**config.mk**
```make
export PLATFORM = sky130hd
export DESIGN_NAME = ecrc_sequencer_flat
export DESIGN_NICKNAME = d
export VERILOG_FILES = /design/src/rtl/ecrc_sequencer_if.sv /design/src/rtl/ecrc_sequencer.sv /design/src/flat_wrapper.sv
export SDC_FILE = /design/constraint.sdc
export NUM_CORES = 1
export LEC_CHECK = 0
export ABC_AREA = 1
export BUFFER_PORTS_ARGS = -buffer_cell sky130_fd_sc_hd__buf_2
export CAP_MARGIN = 5
export CORE_AREA = 4 4 244 246
export DETAILED_ROUTE_END_ITERATION = 7
export DIE_AREA = 0 0 248 250
export PLACE_DENSITY_LB_ADDON = 0.08
export SYNTH_ARGS = -nofsm -noshare
export SYNTH_HDL_FRONTEND = slang
export SYNTH_SLANG_ARGS = --single-unit
```
**constraint.sdc**
```tcl
create_clock -name clk -period 3 [get_ports clk]
set_input_delay 0.75 -clock clk [delete_from_list [all_inputs] [get_ports clk]]
set_output_delay 0.75 -clock clk [all_outputs]
set_load 0.01 [all_outputs]
```
**src/rtl/ecrc_sequencer_if.sv**
```systemverilog
// ---------------------------------------------------------------------------
// ecrc_sequencer_if
//
// Purpose: bundles every bus signal of the ECRC sequencer into one interface.
// There are three groups of signals:
//   - TLP beat input (ECRC_i_*, ECRC_o_Ready) from the fragmentation buffer.
//   - Drive to and return from the combinational CRC32 engine (CRC_*).
//   - Final ECRC output (ECRC_o_*, ECRC_i_Ready) toward the framer.
//
// Modports:
//   slave  - the sequencer side.
//   master - the environment side: buffer, engine and framer.
//
// Handshake semantics for both valid/ready pairs:
//   - A transfer happens on a rising clk edge where valid and ready are both 1.
//   - Once raised, valid and its payload stay stable until that transfer.
//   - Ready may change freely.
// ---------------------------------------------------------------------------
interface ecrc_sequencer_if #(
    parameter int DATA_WIDTH   = 256,
    parameter int LENGTH_WIDTH = 4,
    parameter int POLY_WIDTH   = 32,
    parameter int CNT_WIDTH    = 11
);
    logic                    ECRC_i_Valid;
    logic                    ECRC_i_SOP;
    logic                    ECRC_i_EOP;
    logic [DATA_WIDTH-1:0]   ECRC_i_Data;
    logic [LENGTH_WIDTH-1:0] ECRC_i_Length;
    logic                    ECRC_o_Ready;
    logic [DATA_WIDTH-1:0]   CRC_o_Message;
    logic [LENGTH_WIDTH-1:0] CRC_o_Length;
    logic                    CRC_o_EN;
    logic [POLY_WIDTH-1:0]   CRC_o_Seed;
    logic                    CRC_o_Seed_Load;
    logic [POLY_WIDTH-1:0]   CRC_i_CRC;
    logic                    ECRC_o_Valid;
    logic [POLY_WIDTH-1:0]   ECRC_o_ECRC;
    logic                    ECRC_i_Ready;
    logic [CNT_WIDTH-1:0]    ECRC_o_DW_Count;
    logic                    ECRC_o_Err;

    modport slave (
        input  ECRC_i_Valid, ECRC_i_SOP, ECRC_i_EOP, ECRC_i_Data, ECRC_i_Length,
        input  CRC_i_CRC, ECRC_i_Ready,
        output ECRC_o_Ready, CRC_o_Message, CRC_o_Length, CRC_o_EN, CRC_o_Seed,
        output CRC_o_Seed_Load, ECRC_o_Valid, ECRC_o_ECRC, ECRC_o_DW_Count, ECRC_o_Err
    );

    modport master (
        output ECRC_i_Valid, ECRC_i_SOP, ECRC_i_EOP, ECRC_i_Data, ECRC_i_Length,
        output CRC_i_CRC, ECRC_i_Ready,
        input  ECRC_o_Ready, CRC_o_Message, CRC_o_Length, CRC_o_EN, CRC_o_Seed,
        input  CRC_o_Seed_Load, ECRC_o_Valid, ECRC_o_ECRC, ECRC_o_DW_Count, ECRC_o_Err
    );
endinterface

```
**src/rtl/ecrc_sequencer.sv**
```systemverilog
// ---------------------------------------------------------------------------
// ecrc_sequencer
//
// Purpose: multi-beat controller around a combinational CRC32 engine that
// produces a TLP's ECRC.
//   - Seeds the engine with all-ones on SOP.
//   - Chains the running CRC across the following beats.
//   - Registers the inverted final CRC on the EOP beat.
//   - Holds that result on a valid/ready output until the framer takes it.
//
// Ports:
//   clk          sole clock, rising edge.
//   rst          asynchronous, active-high reset.
//   bus          ecrc_sequencer_if.slave; it carries three groups:
//                  - the beat input (Valid/SOP/EOP/Data/Length, o_Ready);
//                  - the engine drive (Message/Length/EN/Seed/Seed_Load)
//                    and its same-cycle CRC return;
//                  - the ECRC output (Valid/ECRC/DW_Count), its i_Ready,
//                    and the sticky Err flag.
//   o_dbg_state  current FSM state, for debug and checkers.
//
// Optional feature: define ECRC_VARIANT_MASK_EN to force the PCIe variant bits
// of the SOP beat to 1 before the beat reaches the engine. The forced bits are
// DW0 bit 24 (Type[0]) and DW0 bit 14 (EP).
//
// Handshake semantics:
//   - A beat is accepted when ECRC_i_Valid && ECRC_o_Ready.
//   - The ECRC is taken when ECRC_o_Valid && ECRC_i_Ready.
//   - ECRC_o_Ready is low while an ECRC is pending, so TLPs never overlap.
// ---------------------------------------------------------------------------
module ecrc_sequencer #(
    parameter int DATA_WIDTH   = 256,
    parameter int LENGTH_WIDTH = 4,
    parameter int POLY_WIDTH   = 32,
    parameter int CNT_WIDTH    = 11
) (
    input  logic               clk,
    input  logic               rst,
    ecrc_sequencer_if.slave    bus,
    output logic [1:0]         o_dbg_state
);
    localparam int MAX_DW = DATA_WIDTH / 32;

    typedef enum logic [1:0] {
        S_IDLE  = 2'd0,
        S_ACCUM = 2'd1,
        S_OUT   = 2'd2
    } state_t;

    state_t                  r_state;
    state_t                  w_next_state;
    logic [POLY_WIDTH-1:0]   r_run_crc;
    logic [POLY_WIDTH-1:0]   r_ecrc;
    logic                    r_valid;
    logic [CNT_WIDTH-1:0]    r_count;
    logic                    r_err;

    logic                    w_ready;
    logic                    w_accept;
    logic                    w_stray;
    logic                    w_engine_en;
    logic                    w_len_bad;
    logic [CNT_WIDTH:0]      w_sum;
    logic [CNT_WIDTH-1:0]    w_count_add;
    logic [CNT_WIDTH-1:0]    w_count_sop;
    logic [DATA_WIDTH-1:0]   w_msg;

    assign w_ready  = (r_state != S_OUT);
    assign w_accept = bus.ECRC_i_Valid && w_ready;

    // A beat in IDLE without SOP belongs to no TLP. It is consumed so the
    // buffer does not stall, but it never touches the engine or the count.
    assign w_stray     = (r_state == S_IDLE) && !bus.ECRC_i_SOP;
    assign w_engine_en = w_accept && !w_stray;

    assign w_len_bad = (bus.ECRC_i_Length == '0) || (int'(bus.ECRC_i_Length) > MAX_DW);

    // Saturating DW count; the sum keeps one extra bit to detect overflow.
    assign w_sum       = {1'b0, r_count} + {{(CNT_WIDTH + 1 - LENGTH_WIDTH){1'b0}}, bus.ECRC_i_Length};
    assign w_count_add = w_sum[CNT_WIDTH] ? {CNT_WIDTH{1'b1}} : w_sum[CNT_WIDTH-1:0];
    assign w_count_sop = {{(CNT_WIDTH - LENGTH_WIDTH){1'b0}}, bus.ECRC_i_Length};

    always_comb begin
        w_msg = bus.ECRC_i_Data;
`ifdef ECRC_VARIANT_MASK_EN
        // The variant bits are excluded from ECRC coverage by treating them as 1.
        if (bus.ECRC_i_SOP) begin
            w_msg[DATA_WIDTH-8]  = 1'b1;
            w_msg[DATA_WIDTH-18] = 1'b1;
        end
`endif
    end

    assign bus.ECRC_o_Ready    = w_ready;
    assign bus.CRC_o_Message   = w_msg;
    assign bus.CRC_o_Length    = bus.ECRC_i_Length;
    assign bus.CRC_o_EN        = w_engine_en;
    assign bus.CRC_o_Seed_Load = w_accept && bus.ECRC_i_SOP;
    assign bus.CRC_o_Seed      = bus.ECRC_i_SOP ? {POLY_WIDTH{1'b1}} : r_run_crc;
    assign bus.ECRC_o_Valid    = r_valid;
    assign bus.ECRC_o_ECRC     = r_ecrc;
    assign bus.ECRC_o_DW_Count = r_count;
    assign bus.ECRC_o_Err      = r_err;
    assign o_dbg_state         = r_state;

    always_comb begin
        w_next_state = r_state;
        case (r_state)
            S_IDLE: begin
                if (w_accept && bus.ECRC_i_SOP)
                    w_next_state = bus.ECRC_i_EOP ? S_OUT : S_ACCUM;
            end
            S_ACCUM: begin
                // A restarting SOP beat also lands here; only EOP ends the TLP.
                if (w_accept && bus.ECRC_i_EOP)
                    w_next_state = S_OUT;
            end
            S_OUT: begin
                if (bus.ECRC_i_Ready)
                    w_next_state = S_IDLE;
            end
            default: w_next_state = S_IDLE;
        endcase
    end

    always_ff @(posedge clk or posedge rst) begin
        if (rst) begin
            r_state   <= S_IDLE;
            r_run_crc <= {POLY_WIDTH{1'b1}};
            r_ecrc    <= '0;
            r_valid   <= 1'b0;
            r_count   <= '0;
            r_err     <= 1'b0;
        end else begin
            r_state <= w_next_state;

            if (w_engine_en) begin
                r_run_crc <= bus.CRC_i_CRC;
                r_count   <= bus.ECRC_i_SOP ? w_count_sop : w_count_add;
            end

            if (w_engine_en && bus.ECRC_i_EOP) begin
                r_ecrc  <= ~bus.CRC_i_CRC;
                r_valid <= 1'b1;
            end else if (r_state == S_OUT && bus.ECRC_i_Ready) begin
                r_valid <= 1'b0;
            end

            if (w_accept && (w_stray || w_len_bad || (r_state == S_ACCUM && bus.ECRC_i_SOP)))
                r_err <= 1'b1;
        end
    end
endmodule
```
**src/flat_wrapper.sv**
```systemverilog
// flat-port wrapper written by rule: the top's interface ports become plain ports
module ecrc_sequencer_flat 
#(
    parameter int DATA_WIDTH   = 256,
    parameter int LENGTH_WIDTH = 4,
    parameter int POLY_WIDTH   = 32,
    parameter int CNT_WIDTH    = 11
)
  (clk, rst, o_dbg_state, bus_ECRC_i_Valid, bus_ECRC_i_SOP, bus_ECRC_i_EOP, bus_ECRC_i_Data, bus_ECRC_i_Length, bus_CRC_i_CRC, bus_ECRC_i_Ready, bus_ECRC_o_Ready, bus_CRC_o_Message, bus_CRC_o_Length, bus_CRC_o_EN, bus_CRC_o_Seed, bus_CRC_o_Seed_Load, bus_ECRC_o_Valid, bus_ECRC_o_ECRC, bus_ECRC_o_DW_Count, bus_ECRC_o_Err);
  ecrc_sequencer_if #(.DATA_WIDTH(DATA_WIDTH), .LENGTH_WIDTH(LENGTH_WIDTH), .POLY_WIDTH(POLY_WIDTH), .CNT_WIDTH(CNT_WIDTH)) bus_i ();
  input  logic clk;
  input  logic rst;
  output logic [1:0] o_dbg_state;
  input wire logic [$bits(bus_i.ECRC_i_Valid)-1:0] bus_ECRC_i_Valid;
  input wire logic [$bits(bus_i.ECRC_i_SOP)-1:0] bus_ECRC_i_SOP;
  input wire logic [$bits(bus_i.ECRC_i_EOP)-1:0] bus_ECRC_i_EOP;
  input wire logic [$bits(bus_i.ECRC_i_Data)-1:0] bus_ECRC_i_Data;
  input wire logic [$bits(bus_i.ECRC_i_Length)-1:0] bus_ECRC_i_Length;
  input wire logic [$bits(bus_i.CRC_i_CRC)-1:0] bus_CRC_i_CRC;
  input wire logic [$bits(bus_i.ECRC_i_Ready)-1:0] bus_ECRC_i_Ready;
  output wire logic [$bits(bus_i.ECRC_o_Ready)-1:0] bus_ECRC_o_Ready;
  output wire logic [$bits(bus_i.CRC_o_Message)-1:0] bus_CRC_o_Message;
  output wire logic [$bits(bus_i.CRC_o_Length)-1:0] bus_CRC_o_Length;
  output wire logic [$bits(bus_i.CRC_o_EN)-1:0] bus_CRC_o_EN;
  output wire logic [$bits(bus_i.CRC_o_Seed)-1:0] bus_CRC_o_Seed;
  output wire logic [$bits(bus_i.CRC_o_Seed_Load)-1:0] bus_CRC_o_Seed_Load;
  output wire logic [$bits(bus_i.ECRC_o_Valid)-1:0] bus_ECRC_o_Valid;
  output wire logic [$bits(bus_i.ECRC_o_ECRC)-1:0] bus_ECRC_o_ECRC;
  output wire logic [$bits(bus_i.ECRC_o_DW_Count)-1:0] bus_ECRC_o_DW_Count;
  output wire logic [$bits(bus_i.ECRC_o_Err)-1:0] bus_ECRC_o_Err;
  assign bus_i.ECRC_i_Valid = bus_ECRC_i_Valid;
  assign bus_i.ECRC_i_SOP = bus_ECRC_i_SOP;
  assign bus_i.ECRC_i_EOP = bus_ECRC_i_EOP;
  assign bus_i.ECRC_i_Data = bus_ECRC_i_Data;
  assign bus_i.ECRC_i_Length = bus_ECRC_i_Length;
  assign bus_i.CRC_i_CRC = bus_CRC_i_CRC;
  assign bus_i.ECRC_i_Ready = bus_ECRC_i_Ready;
  assign bus_ECRC_o_Ready = bus_i.ECRC_o_Ready;
  assign bus_CRC_o_Message = bus_i.CRC_o_Message;
  assign bus_CRC_o_Length = bus_i.CRC_o_Length;
  assign bus_CRC_o_EN = bus_i.CRC_o_EN;
  assign bus_CRC_o_Seed = bus_i.CRC_o_Seed;
  assign bus_CRC_o_Seed_Load = bus_i.CRC_o_Seed_Load;
  assign bus_ECRC_o_Valid = bus_i.ECRC_o_Valid;
  assign bus_ECRC_o_ECRC = bus_i.ECRC_o_ECRC;
  assign bus_ECRC_o_DW_Count = bus_i.ECRC_o_DW_Count;
  assign bus_ECRC_o_Err = bus_i.ECRC_o_Err;
  ecrc_sequencer #(.DATA_WIDTH(DATA_WIDTH), .LENGTH_WIDTH(LENGTH_WIDTH), .POLY_WIDTH(POLY_WIDTH), .CNT_WIDTH(CNT_WIDTH)) u_core (.clk(clk), .rst(rst), .bus(bus_i), .o_dbg_state(o_dbg_state));
endmodule
```
======== Word level (Yosys, flattened, before mapping) ========
Index checks and enable logic that the tools add are counted.
operators by class
  bitwise gates (word level) .............. 1
  equality and inequality tests ........... 6
  reductions and logical operators ........ 18
  $lt $le $gt $ge ......................... 1
  add/sub/neg operators ................... 1
  muxes and demuxes ....................... 10
operator list
  cell                  number
  $mux W32              1
  $not A32 Y32          1
  $mux W11              2
  $add A11 B4 Y12       1
  $logic_and A1 B1 Y1   9
  $mux W2               4
  $ne A2 B2 Y1 const B  3
  $pmux W2 S3           1
  $gt A4 B4 Y1 const B  1
  $logic_not A4 Y1      1
  $logic_or A1 B1 Y1    3
  $reduce_and A3 Y1     1
  $eq A2 B1 Y1 const B  1
  $eq A2 B2 Y1 const B  1
  $logic_not A1 Y1      2
  $logic_not A2 Y1      1
  $mux W1               2
  $ne A2 B1 Y1 const B  1
  $reduce_bool A2 Y1    1
word-level totals
  input port bits ......................... 298
  output and inout bits ................... 342
  logic and storage cells ................. 43
  flip-flop bits (word level) ............. 79

======== Longest topological paths before layout ========
Gate-level depths: netlist of the first run.
  depth after elaboration ................. 6
  mapped depth ............................ 11
  mapped depth without buffers ............ 11

======== Worst setup path after synthesis of the first run ========
Ideal clock, no wire load.
  path type ............................... input port to output port
  start point ............................. input port bus_ECRC_i_SOP
  end point ............................... output port bus_CRC_o_Seed[0]
  stages on the path ...................... 4
  data required time ...................... 2.250 ns
  path buffers ............................ 2
  slack ................................... 0.829 ns
  arrival time ............................ 1.421 ns
  path through ............................ buf_4 inv_2 buf_1 nand2_1
between the ends
  longest elaborated chain between the ends .. 1
ends and longest elaborated chain
  element             RTL line              RTL
  start: declaration  flat_wrapper.sv:15    input wire logic [$bits(bus_i.ECRC_i_SOP)-1:0] bus_ECRC_i_SOP;
  $mux W32            ecrc_sequencer.sv:99  assign bus.CRC_o_Seed = bus.ECRC_i_SOP ? {POLY_WIDTH{1'b1}} : r_run_crc;
  end: declaration    flat_wrapper.sv:25    output wire logic [$bits(bus_i.CRC_o_Seed)-1:0] bus_CRC_o_Seed;
Every way passes these cells.

======== Worst setup path in the final report of the first run ========
  start point ............................. input port bus_ECRC_i_SOP
  end point ............................... output port bus_CRC_o_Seed[31]
Same word-level chain as after synthesis.

==> run_results.csv, run 1 <==
group,metric,value,unit
clock_tree,hold_buffers,0,
detailed_routing,wl,21.2,mm
placement,post-place-ws,0.519,ns
detailed_routing,num_vias,3737,
synth,synth_fa_ha_area_frac,0.0120,
placement,dp_hpwl,16.5,mm
clock_tree,clkLatencyLatePin,0.38,ns
pwr,power_leakage,2.60,nW
critical_path,reg2reg_from,"u_core.bus.ECRC_o_DW_Count[2]$_DFFE_PP0P_",
final_layout,nets,880,
critical_path,rr_endpoint,"u_core.bus.ECRC_o_DW_Count[3]$_DFFE_PP0P_",
clock_tree,clock-sinks,79,
detailed_routing,ant_nets,0,
synth,async_flop_share,1.00,
detailed_routing,first_pass_iters,4,
sta,rsz0062_at_grt,"false",
sta,post-route-period-util,0.806,
critical_path,setup.worst_path.end_class,"output port",
detailed_routing,via_per_inst,2.77,
die,ios,640,
job,drv_cap,0,
synth,yosys_warnings,0,
clock_tree,cts_buffer_depth,2,
final_layout,final_util,0.101,
die,start_util,0.102,
critical_path,critical_path_arrival,1.67,ns
global_route,overflow,0,
critical_path,crit_type,"input port to output port",
die,die_y,250,um
die,rows,88,
synth,synthCells,708,
placement,dp_cells,1331,
synth,synthFlopType,"dfrtp_1",
sta,holdWs,0.412,ns
global_route,grt_pass1_vias,4074,
pwr,power.total,5.27,mW
synth,ys_types,34,
synth,synth_xor_area_frac,0.00450,
global_route,grt_pass1_wl,29.7,mm
die,die-area,62000,sq um
sta,maxSlewViolCount,0,
synth,synth_fp_nets,1011,
synth,yosys.area.top_type,"buf_4",
global_route,grt.total_usage,0.0683,
critical_path,cp_max_fo,22,
clock_tree,clk_root_buffer_cell,"clkbuf_16",
synth,netlist_top_cells_count,"buf_4 (261), nand2_1 (166), dfrtp_1 (47)",
pwr,worst_ir_drop_vdd,0.276,mV
synth,muxShareOfSynthArea,0,
synth,yosys.area_share.simple,0.178,
final_layout,instances_no_fill,1347,
global_route,antenna_found_initial,2,
sta,setup_tns,0,ns
pwr,power_density,910,nW/um^2
die,die_w,248,um
sta,hold_viol,0,
detailed_routing,drc_errors,0,
synth,synth-seq-cells,79,
sta,setup_slack,0.582,ns
hold_path,hold_path.class,"input port to async pin",
final_layout,antenna-diode-count,0,
synth,yosysSeqAreaShare,0.345,
final_layout,fillers,6697,
synth,avgSynthCellArea,8.25,sq um
placement,gp_congestion,0.633,
global_route,grt_max_degree,38,
sta,clock.fmax,414,MHz
synth,synth_compound_area_frac,0.0756,
clock_tree,cts_inserted_buffers,9,
final_layout,drive_above_1_share,0.433,
final_layout,design_area,5790,sq um
critical_path,cp.required,2.25,ns
sta,fin_skew,0.0108,ns
detailed_routing,wl_per_cell,15.7,um
sta,worst_slew_pin_slew,0.531,ns
placement,port_buffers,127,
critical_path,r2r_cells,8,
synth,synth.most_common_cell,"buf_4",
sta,min_period,2.42,ns
clock_tree,clk_pin_slew,0.07,ns
sta,setup_violations,0,
placement,place_area,5470,sq um
synth,synth_top_area_frac,0.335,
clock_tree,cts_tree,"done",
die,core,57400,sq um
synth,synth_edf_count,0,
synth,syn_area,5840,sq um
detailed_routing,drt-initial-drc-count,146,
clock_tree,cts_setup_buffers,0,
clock_tree,cts_resized,0,
outcome,status,"complete, no violations",
synth,synth_top_family_by_area,"buffers and inverters",
critical_path,startpoint_type,"input port",
final_layout,syn2layout_area_growth,-0.856,%
sta,slew_headroom,0.646,
critical_path,rrSetupSlack,1.02,ns
synth,synthTopCellsByArea,"buf_4 (34%), dfrtp_1 (20%), dfstp_2 (14%)",
clock_tree,cts-htree-levels,3,
area by class of cell:
type,count,area [sq um],share of cell area
Sequential cell,79,2020,0.348
Multi-Input combinational cell,308,1580,0.272
Tap cell,765,957,0.165
Timing Repair Buffer,138,756,0.130
Clock buffer,11,243,0.0419
Inverter,41,161,0.0279
Clock inverter,5,81.3,0.0140
cell families after synthesis:
group,Yosys count
flip-flops,79
XOR/XNOR,3
AND/OR/NAND/NOR,235
adder cells (fa/ha/maj),5
AO/OA/AOI/OAI,65
buffers and inverters,321
worst max path at each step:
stage                                                 to  slack, ns  cells past startpoint            startpoint
2_1_floorplan  u_core.bus.ECRC_o_DW_Count[0]$_DFFE_PP0P_       0.28                      1                   rst
6_report                              bus_CRC_o_Seed[31]       0.58                      5        bus_ECRC_i_SOP
4_1_cts                               bus_CRC_o_Seed[31]       0.52                      5        bus_ECRC_i_SOP
3_5_place_dp                          bus_CRC_o_Seed[31]       0.52                      5        bus_ECRC_i_SOP
3_3_place_gp   u_core.bus.ECRC_o_DW_Count[3]$_DFFE_PP0P_       0.54                      9  bus_ECRC_i_Length[2]
5_1_grt                               bus_CRC_o_Seed[31]       0.45                      5        bus_ECRC_i_SOP
cells in the final DEF, fill, tap and decap left out:
cell type   netlist  layout
fa_1              1       1
nor2_1           13      13
xnor2_1           2       2
clkinv_4          0       1
dfrtp_1          47      47
a21oi_1           4       4
clkbuf_16         0       9
nand3b_1          2       2
nor3_1            1       1
dfstp_2          32      32
nand3_1          18      18
nand2_8           1       1
nand4_1           2       2
buf_12            0       3
ha_1              4       4
clkinv_2          0       1
o21ai_0          27      27
or2_1             1       1
or2_2            14      14
buf_4           261       8
inv_2             2       2
clkbuf_8          0       1
inv_1            37      36
bufinv_16         0       2
a21o_1            1       1
nand2_4           4       4
nor2_2            1       1
clkbuf_1          3       1
o21ai_2          30      30
nand2_1         166     166
nand2_2          11      11
xor2_1            1       1
o22ai_1           1       1
o21ai_1           2       2
nor2_4            1       1
clkinvlp_4        0       1
inv_4             2       3
buf_2             8     127
where the power goes:
part | switching (mW) | internal [mW]
logic | 1.22 | 0.772
registers | 0.293 | 1.68
clock network | 0.548 | 0.754
flip-flops by register name, summed over array words and instances, names as in the netlist:
register	flops
u_core.bus.ECRC_o_Err	1
u_core.bus.ECRC_o_Valid	1
u_core.r_run_crc	32
u_core.o_dbg_state	2
u_core.bus.ECRC_o_DW_Count	11
u_core.bus.ECRC_o_ECRC	32
layer usage:
| layer | routed length (um) | part of all wire | vias up | GRT usage |
|---|---|---|---|---|
| li1 | - | - | 1664 | - |
| met1 | 7840 | 0.37 | 1695 | 0.0697 |
| met2 | 9290 | 0.44 | 285 | 0.100 |
| met3 | 2910 | 0.14 | 87 | 0.0487 |
| met4 | 1080 | 0.051 | 6 | 0.0417 |
| met5 | 80 | 0.0038 | - | 0.00636 |
worst max-delay path: stages:
cell and delay [ns]:
buf_2 0.17, inv_2 0.11, buf_4 0.32, nand2_1 0.10, buf_2 0.16
Power figures use the tool's default switching activity.
==> inputs of run 2 (changes only) <==
Settings changed: ABC_AREA 1 to 0, CORE_AREA 4 4 244 246 to 4 4 245 247, DIE_AREA 0 0 248 250 to 0 0 249 251.
Clock period 3 ns to 2.5 ns, I/O delays scaled along.
==> run_results.csv, run 2 <==
group,metric,value,unit
critical_path,critical_path_arrival,1.59,ns
synth,synthTopCellsByArea,"buf_4 (36%), dfrtp_1 (21%), dfstp_2 (15%)",
synth,async_flop_share,1.00,
sta,fin_skew,0.0170,ns
final_layout,drive_above_1_share,0.445,
synth,yosys_warnings,0,
global_route,grt_max_degree,50,
global_route,grt_pass1_wl,29.7,mm
clock_tree,cts_inserted_buffers,9,
detailed_routing,drt-initial-drc-count,98,
detailed_routing,ant_nets,0,
placement,gp_congestion,0.642,
critical_path,slowest_stage,"dfrtp_1",
critical_path,cp.required,1.88,ns
critical_path,rr_endpoint,"u_core.bus.ECRC_o_DW_Count[8]$_DFFE_PP0P_",
synth,synth-seq-cells,79,
final_layout,syn2layout_area_growth,-0.676,%
sta,rsz0062_at_grt,"false",
die,rows,88,
synth,synth_edf_count,0,
critical_path,crit_chain,"o211a_1, buf_2",
synth,synth_top_area_frac,0.358,
placement,port_buffers,127,
hold_path,hold_path.class,"input port to async pin",
global_route,overflow,0,
final_layout,multiInputGateArea,1440,sq um
clock_tree,cts-htree-levels,3,
die,die-area,62500,sq um
synth,synth_fp_nets,948,
die,die_w,249,um
clock_tree,cts_buffer_depth,2,
synth,netlist_top_cells_count,"buf_4 (265), nand2_1 (140), dfrtp_1 (47)",
sta,holdWs,0.325,ns
critical_path,crit_family,"flip-flops",
clock_tree,clkLatencyLatePin,0.39,ns
clock_tree,cts_resized,0,
pwr,power_density,792,nW/um^2
sta,maxSlewViolCount,0,
critical_path,setup.worst_path.end_class,"output port",
die,die_y,251,um
clock_tree,clk_pin_slew,0.08,ns
placement,place_area,5230,sq um
sta,slew_headroom,0.579,
final_layout,design_area,5520,sq um
clock_tree,cts_setup_buffers,0,
sta,min_period,2.21,ns
sta,post-route-period-util,0.885,
detailed_routing,wl_per_cell,15.9,um
critical_path,crit_buf_inv,1,
clock_tree,cts_tree,"done",
clock_tree,clk_root_buffer_cell,"clkbuf_16",
final_layout,regArea,2020,sq um
synth,synthFlopType,"dfrtp_1",
detailed_routing,first_pass_iters,4,
global_route,grt_pass1_vias,3971,
detailed_routing,via_per_inst,2.73,
sta,setup_violations,0,
critical_path,startpoint_type,"flop",
die,core,57600,sq um
sta,setup_tns,0,ns
critical_path,cp_max_fo,8,
synth,synthCells,645,
critical_path,rrSetupSlack,0.53,ns
synth,synth.most_common_cell,"buf_4",
sta,clock.fmax,452,MHz
global_route,antenna_found_initial,0,
die,ios,640,
detailed_routing,drc_errors,0,
final_layout,fillers,6726,
pwr,worst_ir_drop_vdd,0.333,mV
critical_path,crit_type,"flop to output port",
final_layout,antenna-diode-count,0,
synth,yosys.area.top_type,"buf_4",
global_route,grt.total_usage,0.0660,
final_layout,final_cell_mix,"nand2_1 (140), buf_2 (127), dfrtp_1 (47)",
synth,avgSynthCellArea,8.61,sq um
critical_path,reg2reg_from,"u_core.bus.ECRC_o_DW_Count[0]$_DFFE_PP0P_",
detailed_routing,num_vias,3512,
critical_path,r2r_cells,7,
outcome,status,"complete, no violations",
final_layout,nets,819,
sta,worst_slew_pin_slew,0.631,ns
clock_tree,clock-sinks,79,
synth,ys_types,46,
synth,syn_area,5550,sq um
sta,hold_viol,0,
critical_path,critPathMaxStageDelay,0.62,ns
synth,yosysSeqAreaShare,0.363,
placement,dp_hpwl,15.4,mm
final_layout,final_common_cell,"nand2_1",
job,drv_cap,0,
pwr,power_leakage,2.42,nW
detailed_routing,wl,20.5,mm
die,start_util,0.0964,
clock_tree,hold_buffers,0,
run 2: cell types whose count changed in the layout (fill, tap and decap cells not counted), sizes merged, moves of 4 or more:
cell / change
nand2: -42
inv: -32
o21ai: -22
nand3: -17
or2: +17
nor2: -12
a211oi: +5
a21oi: +5
buf: +5
a31oi: +4
run 2: power breakdown:
| part | internal, mW | switching, mW | leakage, nW |
|---|---|---|---|
| combinational | 0.455 | 0.683 | 1.36 |
| sequential | 1.63 | 0.173 | 0.925 |
| clock | 0.715 | 0.709 | 0.140 |
| total | 2.80 | 1.56 | 2.42 |
run 2: how the worst max path moves through the flow:
| stage | start | to | depth (start not counted) | slack, ns |
|---|---|---|---|---|
| finish | u_core.o_dbg_state[0]$_DFFE_PP0P_ | bus_CRC_o_Seed_Load | 2 | 0.29 |
| global route | u_core.o_dbg_state[0]$_DFFE_PP0P_ | bus_CRC_o_Seed_Load | 2 | 0.16 |
| CTS | u_core.o_dbg_state[0]$_DFFE_PP0P_ | bus_CRC_o_Seed_Load | 2 | 0.15 |
| detailed placement | bus_ECRC_i_Length[0] | u_core.bus.ECRC_o_DW_Count[8]$_DFFE_PP0P_ | 8 | 0.16 |
| global placement | bus_ECRC_i_Length[0] | u_core.bus.ECRC_o_DW_Count[8]$_DFFE_PP0P_ | 8 | 0.13 |
| floorplan | bus_ECRC_i_SOP | bus_CRC_o_EN | 6 | 0.47 |
run 2: metal layers:
| metal | up-vias | routed length (um) | track usage | share of wire |
|---|---|---|---|---|
| li1 | 1530 | - | - | - |
| met3 | 104 | 2240 | 0.0422 | 0.11 |
| met5 | - | 99 | 0.0113 | 0.0048 |
| met1 | 1641 | 8120 | 0.0700 | 0.40 |
| met4 | 4 | 887 | 0.0354 | 0.043 |
| met2 | 233 | 9160 | 0.0999 | 0.45 |
run 2: final cells by class:
type                            count  share of cell area
Timing Repair Buffer              143               0.142
Multi-Input combinational cell    275               0.260
Tap cell                          765               0.174
Sequential cell                    79               0.366
Clock buffer                       10              0.0433
Clock inverter                      6             0.00930
Inverter                            8             0.00613
run 2: cells by family after synthesis:
family	after synthesis	synth area share
XOR/XNOR	3	0.00473
buffers and inverters	291	0.379
AO/OA/AOI/OAI	79	0.0910
flip-flops	79	0.363
AND/OR/NAND/NOR	188	0.149
adder cells (fa/ha/maj)	5	0.0126
run 2: stage by stage:
| step | util | total power, mW | cells | setup slack (ns) |
|---|---|---|---|---|
| after floorplan | - | 2.85 | 645 | 0.471 |
| after global placement | 0.0907 | 3.06 | 1270 | 0.131 |
| after detailed placement | 0.0907 | 3.03 | 1270 | 0.156 |
| after CTS | 0.0958 | 4.59 | 1286 | 0.155 |
| after global routing | 0.0958 | 4.75 | 1286 | 0.163 |
| final | 0.0958 | 4.37 | 1286 | 0.288 |
run 2: worst reg2reg max path, stage by stage, from the launching register on:
cell and delay, ns:
dfrtp_1 0.39, ha_1 0.20, inv_1 0.06, fa_1 0.41, nor2b_1 0.18, o31a_1 0.24, a41oi_1 0.14, a311oi_1 0.25
